==> config.mk <==
export PLATFORM = sky130hd
export DESIGN_NAME = load_store_unit
export DESIGN_NICKNAME = d
export VERILOG_FILES = /design/src/rtl/load_store_unit.sv
export SDC_FILE = /design/constraint.sdc
export NUM_CORES = 1
export LEC_CHECK = 0
export CAP_MARGIN = 25
export CORE_AREA = 4 4 137 139
export DETAILED_ROUTE_END_ITERATION = 10
export DIE_AREA = 0 0 141 143
export MAX_ROUTING_LAYER = met4
export PLACE_DENSITY = 0.65
export RECOVER_POWER = 25
export SLEW_MARGIN = 20
export SYNTH_ARGS = -nofsm -noshare
export SYNTH_HDL_FRONTEND = slang
export SYNTH_SLANG_ARGS = --single-unit
==> constraint.sdc <==
create_clock -name clock -period 2.4 [get_ports clock]
set_clock_uncertainty 0.15 [all_clocks]
set_input_delay 0.48 -clock clock [delete_from_list [all_inputs] [get_ports clock]]
set_output_delay 0.48 -clock clock [all_outputs]
set_load 0.01 [all_outputs]
==> src/rtl/load_store_unit.sv <==
// load_store_unit: multi-cycle data-memory access stage.
// Takes the ALU result as the effective address and performs one load or
// store over a request/acknowledge bus. Illegal or misaligned accesses are
// rejected at accept time and never reach the bus. Load results are
// sign- or zero-extended for writeback and held until the next load.
module load_store_unit (
    input  logic        clock,
    input  logic        reset,
    input  logic        start,
    input  logic [31:0] address,
    input  logic [31:0] store_data,
    input  logic        is_store,
    input  logic [2:0]  data_format,
    output logic        ready,
    output logic        done,
    output logic [31:0] load_data,
    output logic        misaligned,
    output logic        illegal_format,
    output logic [31:0] bus_address,
    output logic        bus_read_enable,
    output logic        bus_write_enable,
    output logic [3:0]  bus_byte_enable,
    output logic [31:0] bus_write_data,
    input  logic [31:0] bus_read_data,
    input  logic        bus_ack
);

    typedef enum logic [1:0] {
        IDLE = 2'b00,
        BUS  = 2'b01,
        DONE = 2'b10
    } state_t;

    state_t      state;

    // Access attributes captured at accept; the live inputs may change
    // while the access is in flight.
    logic [2:0]  format_q;
    logic [1:0]  offset_q;
    logic        store_q;

    // Decode of the request currently presented on the inputs.
    logic        illegal_in;
    logic        misaligned_in;
    logic [3:0]  byte_enable_in;
    logic [31:0] write_data_in;

    // Extended load value built from the returning bus word.
    logic [7:0]  read_byte;
    logic [15:0] read_half;
    logic [31:0] load_extended;

    // Classify the presented request and precompute its lane strobes and
    // replicated write data. Illegal formats take precedence over
    // misalignment so only one flag is ever reported.
    always_comb begin
        illegal_in     = 1'b0;
        misaligned_in  = 1'b0;
        byte_enable_in = 4'b0000;
        write_data_in  = store_data;

        case (data_format)
            3'b011, 3'b110, 3'b111: illegal_in = 1'b1;
            3'b100, 3'b101:         illegal_in = is_store;
            default:                illegal_in = 1'b0;
        endcase

        if ((data_format[1:0] == 2'b01) && address[0]) begin
            misaligned_in = 1'b1;
        end
        if ((data_format == 3'b010) && (address[1:0] != 2'b00)) begin
            misaligned_in = 1'b1;
        end

        case (data_format[1:0])
            2'b00: begin
                byte_enable_in = 4'b0001 << address[1:0];
                write_data_in  = {4{store_data[7:0]}};
            end
            2'b01: begin
                byte_enable_in = address[1] ? 4'b1100 : 4'b0011;
                write_data_in  = {2{store_data[15:0]}};
            end
            default: begin
                byte_enable_in = 4'b1111;
                write_data_in  = store_data;
            end
        endcase
    end

    // Select the addressed byte/halfword from the bus word and extend it
    // according to the captured format.
    always_comb begin
        read_byte     = 8'h00;
        read_half     = 16'h0000;
        load_extended = bus_read_data;

        case (offset_q)
            2'd0:    read_byte = bus_read_data[7:0];
            2'd1:    read_byte = bus_read_data[15:8];
            2'd2:    read_byte = bus_read_data[23:16];
            default: read_byte = bus_read_data[31:24];
        endcase

        read_half = offset_q[1] ? bus_read_data[31:16] : bus_read_data[15:0];

        case (format_q)
            3'b000:  load_extended = {{24{read_byte[7]}}, read_byte};
            3'b100:  load_extended = {24'h000000, read_byte};
            3'b001:  load_extended = {{16{read_half[15]}}, read_half};
            3'b101:  load_extended = {16'h0000, read_half};
            default: load_extended = bus_read_data;
        endcase
    end

    // Control FSM with all outputs registered: accept and check in IDLE,
    // hold the bus request in BUS until acknowledged, pulse done in DONE.
    always_ff @(posedge clock) begin
        if (reset) begin
            state            <= IDLE;
            format_q         <= 3'b000;
            offset_q         <= 2'b00;
            store_q          <= 1'b0;
            ready            <= 1'b1;
            done             <= 1'b0;
            load_data        <= 32'h0000_0000;
            misaligned       <= 1'b0;
            illegal_format   <= 1'b0;
            bus_address      <= 32'h0000_0000;
            bus_read_enable  <= 1'b0;
            bus_write_enable <= 1'b0;
            bus_byte_enable  <= 4'b0000;
            bus_write_data   <= 32'h0000_0000;
        end else begin
            case (state)
                IDLE: begin
                    done <= 1'b0;
                    if (start) begin
                        ready          <= 1'b0;
                        format_q       <= data_format;
                        offset_q       <= address[1:0];
                        store_q        <= is_store;
                        illegal_format <= illegal_in;
                        misaligned     <= misaligned_in && !illegal_in;
                        if (illegal_in || misaligned_in) begin
                            done  <= 1'b1;
                            state <= DONE;
                        end else begin
                            bus_address      <= {address[31:2], 2'b00};
                            bus_read_enable  <= !is_store;
                            bus_write_enable <= is_store;
                            bus_byte_enable  <= byte_enable_in;
                            bus_write_data   <= write_data_in;
                            state            <= BUS;
                        end
                    end
                end

                BUS: begin
                    if (bus_ack) begin
                        bus_read_enable  <= 1'b0;
                        bus_write_enable <= 1'b0;
                        if (!store_q) begin
                            load_data <= load_extended;
                        end
                        done  <= 1'b1;
                        state <= DONE;
                    end
                end

                DONE: begin
                    done  <= 1'b0;
                    ready <= 1'b1;
                    state <= IDLE;
                end

                default: begin
                    done  <= 1'b0;
                    ready <= 1'b1;
                    state <= IDLE;
                end
            endcase
        end
    end

endmodule
* Word-level counts from Yosys, hierarchy flattened
Cells that the tools add are included.
** Word-level totals
- Output and inout bits :: 106
- Bits in read-only memories :: 0
- Logic and storage cells :: 80
- Memories kept :: 0
- RAM bits :: 0
- Input port bits :: 104
- Latch bits :: 0
- Flip-flop bits (word level) :: 112
** Operators by class
- Multiplexer cells :: 26
- Bitwise logic cells :: 3
- Add/subtract/negate cells :: 0
- Order comparisons :: 0
- Multipliers :: 0
- Eq/ne operators :: 16
- Reduce and logical (&&, ||, !) cells :: 20
- Div/mod/pow operators :: 0
- Shift operators :: 1
** Operators with widths (count)
- case mux 32 bit (4 select lines) :: 1
- case mux 32 bit (2 select lines) :: 1
- case mux 8 bit (3 select lines) :: 1
- equality test 3 bit (second input constant) :: 6
- two-way mux 16 bit :: 1
- two-way mux 1 bit :: 11
- case mux 1 bit (2 select lines) :: 5
- case mux 4 bit (2 select lines) :: 1
- equality test 2 x 1 -> 1 bit (second input constant) :: 3
- equality test 3 x 2 -> 1 bit (second input constant) :: 2
- zero test 2 bit :: 3
- two-way mux 2 bit :: 3
- != test 2 bit (second input constant) :: 3
- AND reduction 2 bit :: 3
- AND reduction 3 bit :: 2
- two-way mux 4 bit :: 1
- case mux 2 bit (2 select lines) :: 1
- AND reduction 4 bit :: 1
- nonzero test 2 bit :: 2
- left shift 1 x 2 -> 4 bit (first input constant) :: 1
- equality test 3 x 1 -> 1 bit (second input constant) :: 1
- logical AND 1 bit :: 3
- zero test 3 bit :: 1
- inverter 1 bit :: 3
- other kinds (5) :: 6

* Longest topological paths before layout
Gate-level depths: netlist (run 1).
- Depth in word-level cells :: 8
- Mapped depth :: 7
- Gate-level depth less buffers :: 4

* Worst setup path before layout (run 1)
No wires, ideal clock.
- Kind :: input -> register
- From :: input data_format[0]
- To :: register bus_address[27]
- Setup slack :: 0.474 ns
- Stages on the path :: 7
- Setup time :: 0.132 ns
- Data arrival time :: 1.644 ns
- Path through :: buf_2 > or3b_1 > o22a_1 > buf_2 > buf_2 > nand3_1 > a21oi_1
** Between the ends
- Cells in the longest elaborated chain, start to end :: 7
- Elaborated cells on any way between the ends :: 17
- Classes of those cells :: eq/ne: 7; mux: 3; bitwise: 1; reduce/logical: 6
** Ends and longest elaborated chain
- start, declared :: RTL line 13 : input logic [2:0] data_format,
- branches (longest 4 deep; another with equality test 3 x 2 -> 1 bit)
- logical OR 1 bit * :: RTL line 145 : if (illegal_in || misaligned_in) begin
- inverter 1 bit (no source line) *
- AND reduction 3 bit (no source line) *
- end signal, assigned :: RTL line 149 : bus_address <= {address[31:2], 2'b00};
- end, declared :: RTL line 19 : output logic [31:0] bus_address,
Every way passes the cells marked *.
A chain may end at the register's enable or synchronous reset.

* Final worst setup path (run 1)
- From :: input address[1]
- To :: register bus_write_data[26]
** Between the ends
- Cells in the longest elaborated chain, start to end :: 6
** Ends and longest elaborated chain
- start, declared :: RTL line 10 : input logic [31:0] address,
- nonzero test 2 bit :: RTL line 71 : if ((data_format == 3'b010) && (address[1:0] != 2'b00)) begin
- logical AND 1 bit :: RTL line 71
- two-way mux 1 bit :: RTL line 71
- logical OR 1 bit :: RTL line 145
- inverter 1 bit (no source line)
- AND reduction 3 bit (no source line)
- end signal, assigned :: RTL line 153 : bus_write_data <= write_data_in;
- end, declared :: RTL line 23 : output logic [31:0] bus_write_data,
Every way passes these cells.

==> key figures, run 1 <==
Detailed routing
  • DR pass1 iterations: 5
  • Vias per inst: 5.075
  • WL final: 18070 um
  • DR iter-0 viols: 252
  • Vias: 5293
  • Avg WL per Cell: 17.32 um
  • DRC: 0
  • Routed Antenna Nets: 0

Critical path
  • Flop-to-flop setup slack: 610 ps
  • RR Startpoint: offset_q[1]$_SDFFE_PP0P_
  • Worst-case reg-to-reg path depth: 5
  • Cells along the critical path: dlygate4sd3_1 -> nor2_1 -> o22a_2 -> buf_12 -> nand2_2 -> a31o_1
  • Startpoint Class: input port
  • Critical Path RT: 2490 ps
  • Endpoint type of the worst setup path: flip-flop
  • Setup CP Type: input port to flip-flop
  • Crit path largest cell delay: 580 ps
  • WP data arrival: 2160 ps
  • Worst reg2reg endpoint: load_data[15]$_SDFFE_PP0P_
  • Cell family with most CP delay: buffers and inverters
  • Slowest stage cell on the critical path: dlygate4sd3_1
  • CP startpoint: address[1]
  • Max FO, Critical Path: 51
  • Worst Path Buf+Inv: 2

GRT
  • First-pass GRT wire length: 28000 um
  • Largest net degree at the start of global routing: 55
  • Total grt overflow: 0
  • Vias in the first global route: 5199
  • Global Route Usage Sum: 17.97%
  • Antenna violations before repair: 2

Power and ir drop
  • VDD IR max: 0.3482 mV
  • Switch Pwr: 1265 uW
  • Comb pwr share: 21.9%
  • Sw Share: 27.54%
  • Internal: 3328 uW
  • Leakage power: 0.002861 uW
  • Pwr Density: 581.1 nW/um2
  • Flop pwr share: 44.4%
  • Clock power share: 33.7%

CTS
  • CTS Sinks: 112
  • CTS tree: yes
  • Clock slew seen by the registers of the worst setup and hold paths: 70 ps
  • Number of hold buffers added after cts: 0
  • CTS Buf Count: 9
  • H-tree depth: 3
  • Clk_lat worst skew: 350 ps
  • CTS Root Cell: clkbuf_16
  • Max Buffers Root-to-Sink: 2
  • CTS resizes: 0
  • Post-CTS Setup Repair Bufs: 0

STA
  • Worst setup margin: 331.9 ps
  • RSZ-0062 raised after global routing: false
  • Final Hold Viols: 0
  • Max Clk Rate: 483.5 MHz
  • Setup-failing EPs final: 0
  • Post-layout min period: 2068 ps
  • Slew Limit Fails: 0
  • WHS: 322.7 ps
  • Slew HR: 53.91%
  • Setup TNS: 0 ps
  • Worst Tran Pin Value: 691.3 ps
  • Final Cycle Share: 86.17%

Placement
  • Hpwl dp: 13320 um
  • Placement Setup Slack: 11.36 ps
  • Port Buffers: 207
  • RePlAce Congestion: 0.8439
  • Placed cell count: 1026

Floorplan
  • # IOs: 210
  • Die Ht: 143 um
  • Starting density of the core: 29.56%
  • Die X: 141 um
  • Core area: 17660 um2
  • Total die area: 20160 um2
  • Num rows: 49

Hold path
  • Min-delay worst type: flip-flop to flip-flop
  • Beginning of the worst hold path: ready$_SDFFE_PP1P_
  • WHS Endpoint: ready$_SDFFE_PP1P_
  • Hold Crit Depth: 1

Cells and area
  • Fin nets: 912
  • Reg area: 2242 um2
  • Fraction of layout cells with a size suffix above 1: 10.96%
  • Post-Layout Cell Count: 1043
  • Filler cells: 1776
  • Commonest cells after routing, fill and taps aside: 170 x clkdlybuf4s50_1, 112 x dfxtp_1, 100 x a21oi_1
  • Commonest non-fill, non-tap cell in the layout: clkdlybuf4s50_1
  • Area taken by multi-input logic gates: 2650 um2
  • Syn-to-layout area delta: 51.39%

Logic synthesis
  • Register bit total from synthesis: 112
  • Post-Syn Instances: 616
  • Avg Synthesized Cell Area: 8.474 um2
  • Mapped cell area: 5220 um2
  • Most used DFF post-synth: dfxtp_1
  • Number of synthesized flops with an enable pin: 0
  • Synth Warn #: 0
  • Async set or reset register ratio after synthesis: 0%
  • Sequential share of the synthesized area: 42.95%
  • Unique cell type count in the Yosys netlist: 49

Run
  • Maxcap violations: 0

Outcome
  • Status: completed
kinds of logic after synthesis:
family / Yosys count / synth area share [%]
compound gates: 249 / 29.53
buf+inv: 68 / 6.375
flops: 112 / 42.95
mux: 29 / 5.585
other cells: 1 / 0.07184
simple gates: 157 / 15.48
through the flow:
step | power (uW) | instance area, um2 | utilization, %
4_1_cts | 4662 | 7910 | 44.80
5_1_grt | 4816 | 7903 | 44.76
6_report | 4593 | 7903 | 44.76
3_3_place_gp | 3104 | 7612 | 43.11
2_1_floorplan | 2557 | 5224 | -
3_5_place_dp | 3109 | 7612 | 43.11
routing by layer:
metal,up-vias,GRT usage [%],part of all wire (%),routed length (um)
met1,2453,22.85,44,8017
met2,199,26.97,44,7966
met3,29,5.425,8.7,1568
met4,0,6.782,2.8,514
met5,-,-,0,0
li1,2612,-,-,-
sequential cells by signal (all words and copies together), names as in the netlist, 2 cells and up:
signal and count:
bus_address 30, bus_byte_enable 4, bus_write_data 32, format_q 3
load_data 32, offset_q 2, state 2
power groups by stage:
stage / Combinational (uW) / Sequential [uW] / Clock, uW
2_1_floorplan: 450 / 2110 / 0
3_3_place_gp: 1020 / 2080 / 0
3_5_place_dp: 1030 / 2080 / 0
4_1_cts: 1030 / 2040 / 1590
5_1_grt: 1090 / 2050 / 1670
6_report: 1010 / 2040 / 1550
final cells by class:
| type | instances | area share (%) |
|---|---|---|
| inverter | 3 | 0.1425 |
| sequential | 112 | 28.37 |
| antenna | 2 | 0.06333 |
| timing repair buffer | 245 | 30.49 |
| tap | 229 | 3.626 |
| clock buffer | 11 | 3.072 |
| multi-input combinational | 437 | 33.53 |
| clock inverter | 4 | 0.6966 |
worst max-delay path by stage:
stage | cells past startpoint | endpoint | slack [ps]
after global placement | 6 | bus_write_data[30]$_SDFFE_PP0P_ | 40
after CTS | 6 | bus_write_data[25]$_SDFFE_PP0P_ | 380
after floorplan | 7 | bus_address[27]$_SDFFE_PP0P_ | 470
after global routing | 5 | load_data[10]$_SDFFE_PP0P_ | 190
after detailed placement | 6 | bus_write_data[25]$_SDFFE_PP0P_ | 10
final | 6 | bus_write_data[26]$_SDFFE_PP0P_ | 330
worst register-to-register path, delay by kind of cell (launching register included):
family	cells	cell delay, ps
buffers and inverters	1	180
DFF	1	580
muxes	2	500
AOI/OAI and AO/OA	2	240
synthesized netlist by cell type (2+ instances only):
master | count | share of area (%)
a211oi_1 | 9 | 1.3
a211oi_2 | 12 | 2.9
a21oi_1 | 100 | 9.6
a311oi_2 | 8 | 2.3
a31o_1 | 8 | 1.3
a31o_2 | 6 | 1.0
a31oi_1 | 2 | 0.24
and2_1 | 6 | 0.72
and4_1 | 8 | 1.3
buf_2 | 13 | 1.2
buf_4 | 10 | 1.4
buf_6 | 3 | 0.65
clkbuf_1 | 37 | 2.7
dfxtp_1 | 112 | 43
inv_1 | 3 | 0.22
mux2i_1 | 28 | 5.4
nand2_1 | 50 | 3.6
nand2b_1 | 6 | 0.72
nand3_1 | 44 | 4.2
nand3b_1 | 8 | 1.2
nor2_1 | 16 | 1.2
nor2b_1 | 9 | 1.1
o21ai_0 | 90 | 8.6
o21ai_1 | 3 | 0.29
Note: power is estimated with default switching activity, not from simulation.
==> inputs of run 2 (changes only) <==
--- a/config.mk
+++ b/config.mk
@@ -9,6 +9,7 @@
 export CORE_AREA = 4 4 137 139
 export DETAILED_ROUTE_END_ITERATION = 10
 export DIE_AREA = 0 0 141 143
+export GPL_TIMING_DRIVEN = 0
 export MAX_ROUTING_LAYER = met4
 export PLACE_DENSITY = 0.65
 export RECOVER_POWER = 25
==> constraint.sdc (replaced) <==
create_clock -name clock -period 2.6 [get_ports clock]
set_clock_uncertainty 0.15 [all_clocks]
set_input_delay 0.52 -clock clock [delete_from_list [all_inputs] [get_ports clock]]
set_output_delay 0.52 -clock clock [all_outputs]
set_load 0.01 [all_outputs]
==> key figures, run 2 (synthesized netlist as in run 1, its figures left out) <==
Outcome
  • Status: completed

Cells and area
  • Commonest cells after routing, fill and taps aside: 157 x clkdlybuf4s50_1, 112 x dfxtp_1, 99 x a21oi_1
  • Syn-to-layout area delta: 50.00%
  • Fin nets: 936
  • Top flop regs: bus_write_data: 32 flops, load_data: 32 flops, bus_address: 30 flops
  • # diodes: 0
  • Commonest non-fill, non-tap cell in the layout: clkdlybuf4s50_1
  • Fraction of layout cells with a size suffix above 1: 9.438%
  • Final instance area: 7830 um2

CTS
  • H-tree depth: 3
  • Number of hold buffers added after cts: 0
  • Max Buffers Root-to-Sink: 2
  • CTS Sinks: 112
  • Clock slew seen by the registers of the worst setup and hold paths: 70 ps
  • CTS Buf Count: 9
  • Post-CTS Setup Repair Bufs: 0
  • CTS tree: yes
  • CTS resizes: 0
  • CTS Root Cell: clkbuf_16
  • Clk_lat worst skew: 350 ps

Placement
  • Placement Setup Slack: -168.0 ps
  • Hpwl dp: 15040 um
  • Port Buffers: 204
  • RePlAce Congestion: 0.8549
  • Placed Area: 7552 um2

Power and ir drop
  • Clock power share: 32.6%
  • Sw Share: 29.26%
  • Comb pwr share: 22.5%
  • Leakage power: 0.002844 uW
  • Switch Pwr: 1217 uW
  • VDD IR max: 0.3319 mV
  • Internal: 2941 uW
  • Pwr Density: 531.0 nW/um2
  • Flop pwr share: 44.9%

Critical path
  • Worst Path Buf+Inv: 3
  • WP data arrival: 2510 ps
  • Cells along the critical path: dlygate4sd3_1 -> nor3b_1 -> buf_4 -> o21a_2 -> buf_4 -> nand2_2 -> a31o_1
  • Crit path largest cell delay: 560 ps
  • Setup CP Type: input port to flip-flop
  • Critical path depth in cells: 7
  • Worst-case reg-to-reg path depth: 6
  • Cell family with most CP delay: buffers and inverters
  • CP most frequent cell: buf_4
  • Slowest stage cell on the critical path: dlygate4sd3_1
  • Critical Path RT: 2690 ps
  • Max FO, Critical Path: 10
  • Endpoint type of the worst setup path: flip-flop
  • Startpoint Class: input port

GRT
  • Largest net degree at the start of global routing: 20
  • Global Route Usage Sum: 19.35%
  • First-pass GRT wire length: 29810 um
  • Antenna violations before repair: 0
  • Total grt overflow: 0
  • Vias in the first global route: 5265

Floorplan
  • Die Ht: 143 um
  • Starting density of the core: 29.56%
  • Core area: 17660 um2
  • Total die area: 20160 um2
  • Num rows: 49
  • # IOs: 210
  • Die X: 141 um

Detailed routing
  • DR pass1 iterations: 5
  • Avg WL per Cell: 18.14 um
  • Vias per inst: 5.058
  • WL final: 19330 um
  • Routed Antenna Nets: 0
  • DR iter-0 viols: 286
  • DRC: 0
  • Vias: 5392

STA
  • Max Clk Rate: 413.7 MHz
  • Post-layout min period: 2417 ps
  • Worst Tran Pin Value: 818.3 ps
  • Final Hold Viols: 0
  • Slew HR: 45.44%
  • Worst setup margin: 182.8 ps
  • Setup TNS: 0 ps
  • Slew Limit Fails: 0
  • Final Cycle Share: 92.97%
  • Setup-failing EPs final: 0
  • RSZ-0062 raised after global routing: false

Hold path
  • Min-delay worst type: flip-flop to flip-flop
  • Hold Crit Depth: 1

Run
  • Maxcap violations: 0
==> run 2: through the flow <==
stage | hold slack (ps) | std cells | power (uW) | utilization [%]
finish | 321.0 | 1066 | 4158 | 44.35
global route | 346.1 | 1066 | 4354 | 44.35
CTS | 326.1 | 1066 | 4217 | 44.35
detailed placement | 309.1 | 1050 | 2861 | 42.77
global placement | 299.8 | 1050 | 2855 | 42.77
floorplan | 318.3 | 617 | 2361 | -
==> run 2: worst paths after layout <==
kind / startpoint / slack [ps] / endpoint
min: ready$_SDFFE_PP1P_ / 320 / ready$_SDFFE_PP1P_
min reg2reg: ready$_SDFFE_PP1P_ / 320 / ready$_SDFFE_PP1P_
max reg2reg: state[1]$_SDFFE_PP0P_ / 520 / bus_write_data[29]$_SDFFE_PP0P_
max: start / 180 / bus_write_data[29]$_SDFFE_PP0P_
==> run 2: worst register-to-register path: cells and delay by family, from the launching register on <==
family          cells  cell delay (ps)
compound gates      2              490
buf+inv             2              480
flops               1              370
simple gates        2              490
==> run 2: final cells by class <==
type | instances | area, um2
Clock inverter | 6 | 50.05
Inverter | 3 | 11.26
Buffer | 65 | 321.6
Clock buffer | 10 | 229.0
Sequential cell | 112 | 2242
Tap cell | 229 | 286.5
Multi-Input combinational cell | 437 | 2648
Timing Repair Buffer | 204 | 2042
Fill cell | 1785 | 9827
==> run 2: metal layers <==
layer  GRT usage (%)  share of wire, %  vias up
met5               -                 0        -
met2           31.60                47      192
met3           4.789               6.5       13
met4           3.978               1.1        0
met1           24.49                45     2534
li1                -                 -     2653
==> run 2: power by group through the flow <==
stage	sequential, uW	clock, uW	combinational, uW
after global placement	1910	0	949
after detailed placement	1910	0	953
final	1870	1350	936
after floorplan	1950	0	416
after global routing	1880	1460	1020
after CTS	1870	1390	957
==> inputs of run 3 (changes only) <==
==> constraint.sdc (replaced) <==
create_clock -name clock -period 2.6 [get_ports clock]
set_clock_uncertainty 0.15 [all_clocks]
set_input_delay 0.52 -clock clock [delete_from_list [all_inputs] [get_ports clock]]
set_output_delay 0.52 -clock clock [all_outputs]
set_load 0.005 [all_outputs]
==> results of run 3 <==
Same layout as run 2 (identical final DEF). Status: completed.
Among the figures that moved: total power 4158 uW -> 4122 uW; worst IR drop on VDD 0.3319 mV -> 0.3317 mV
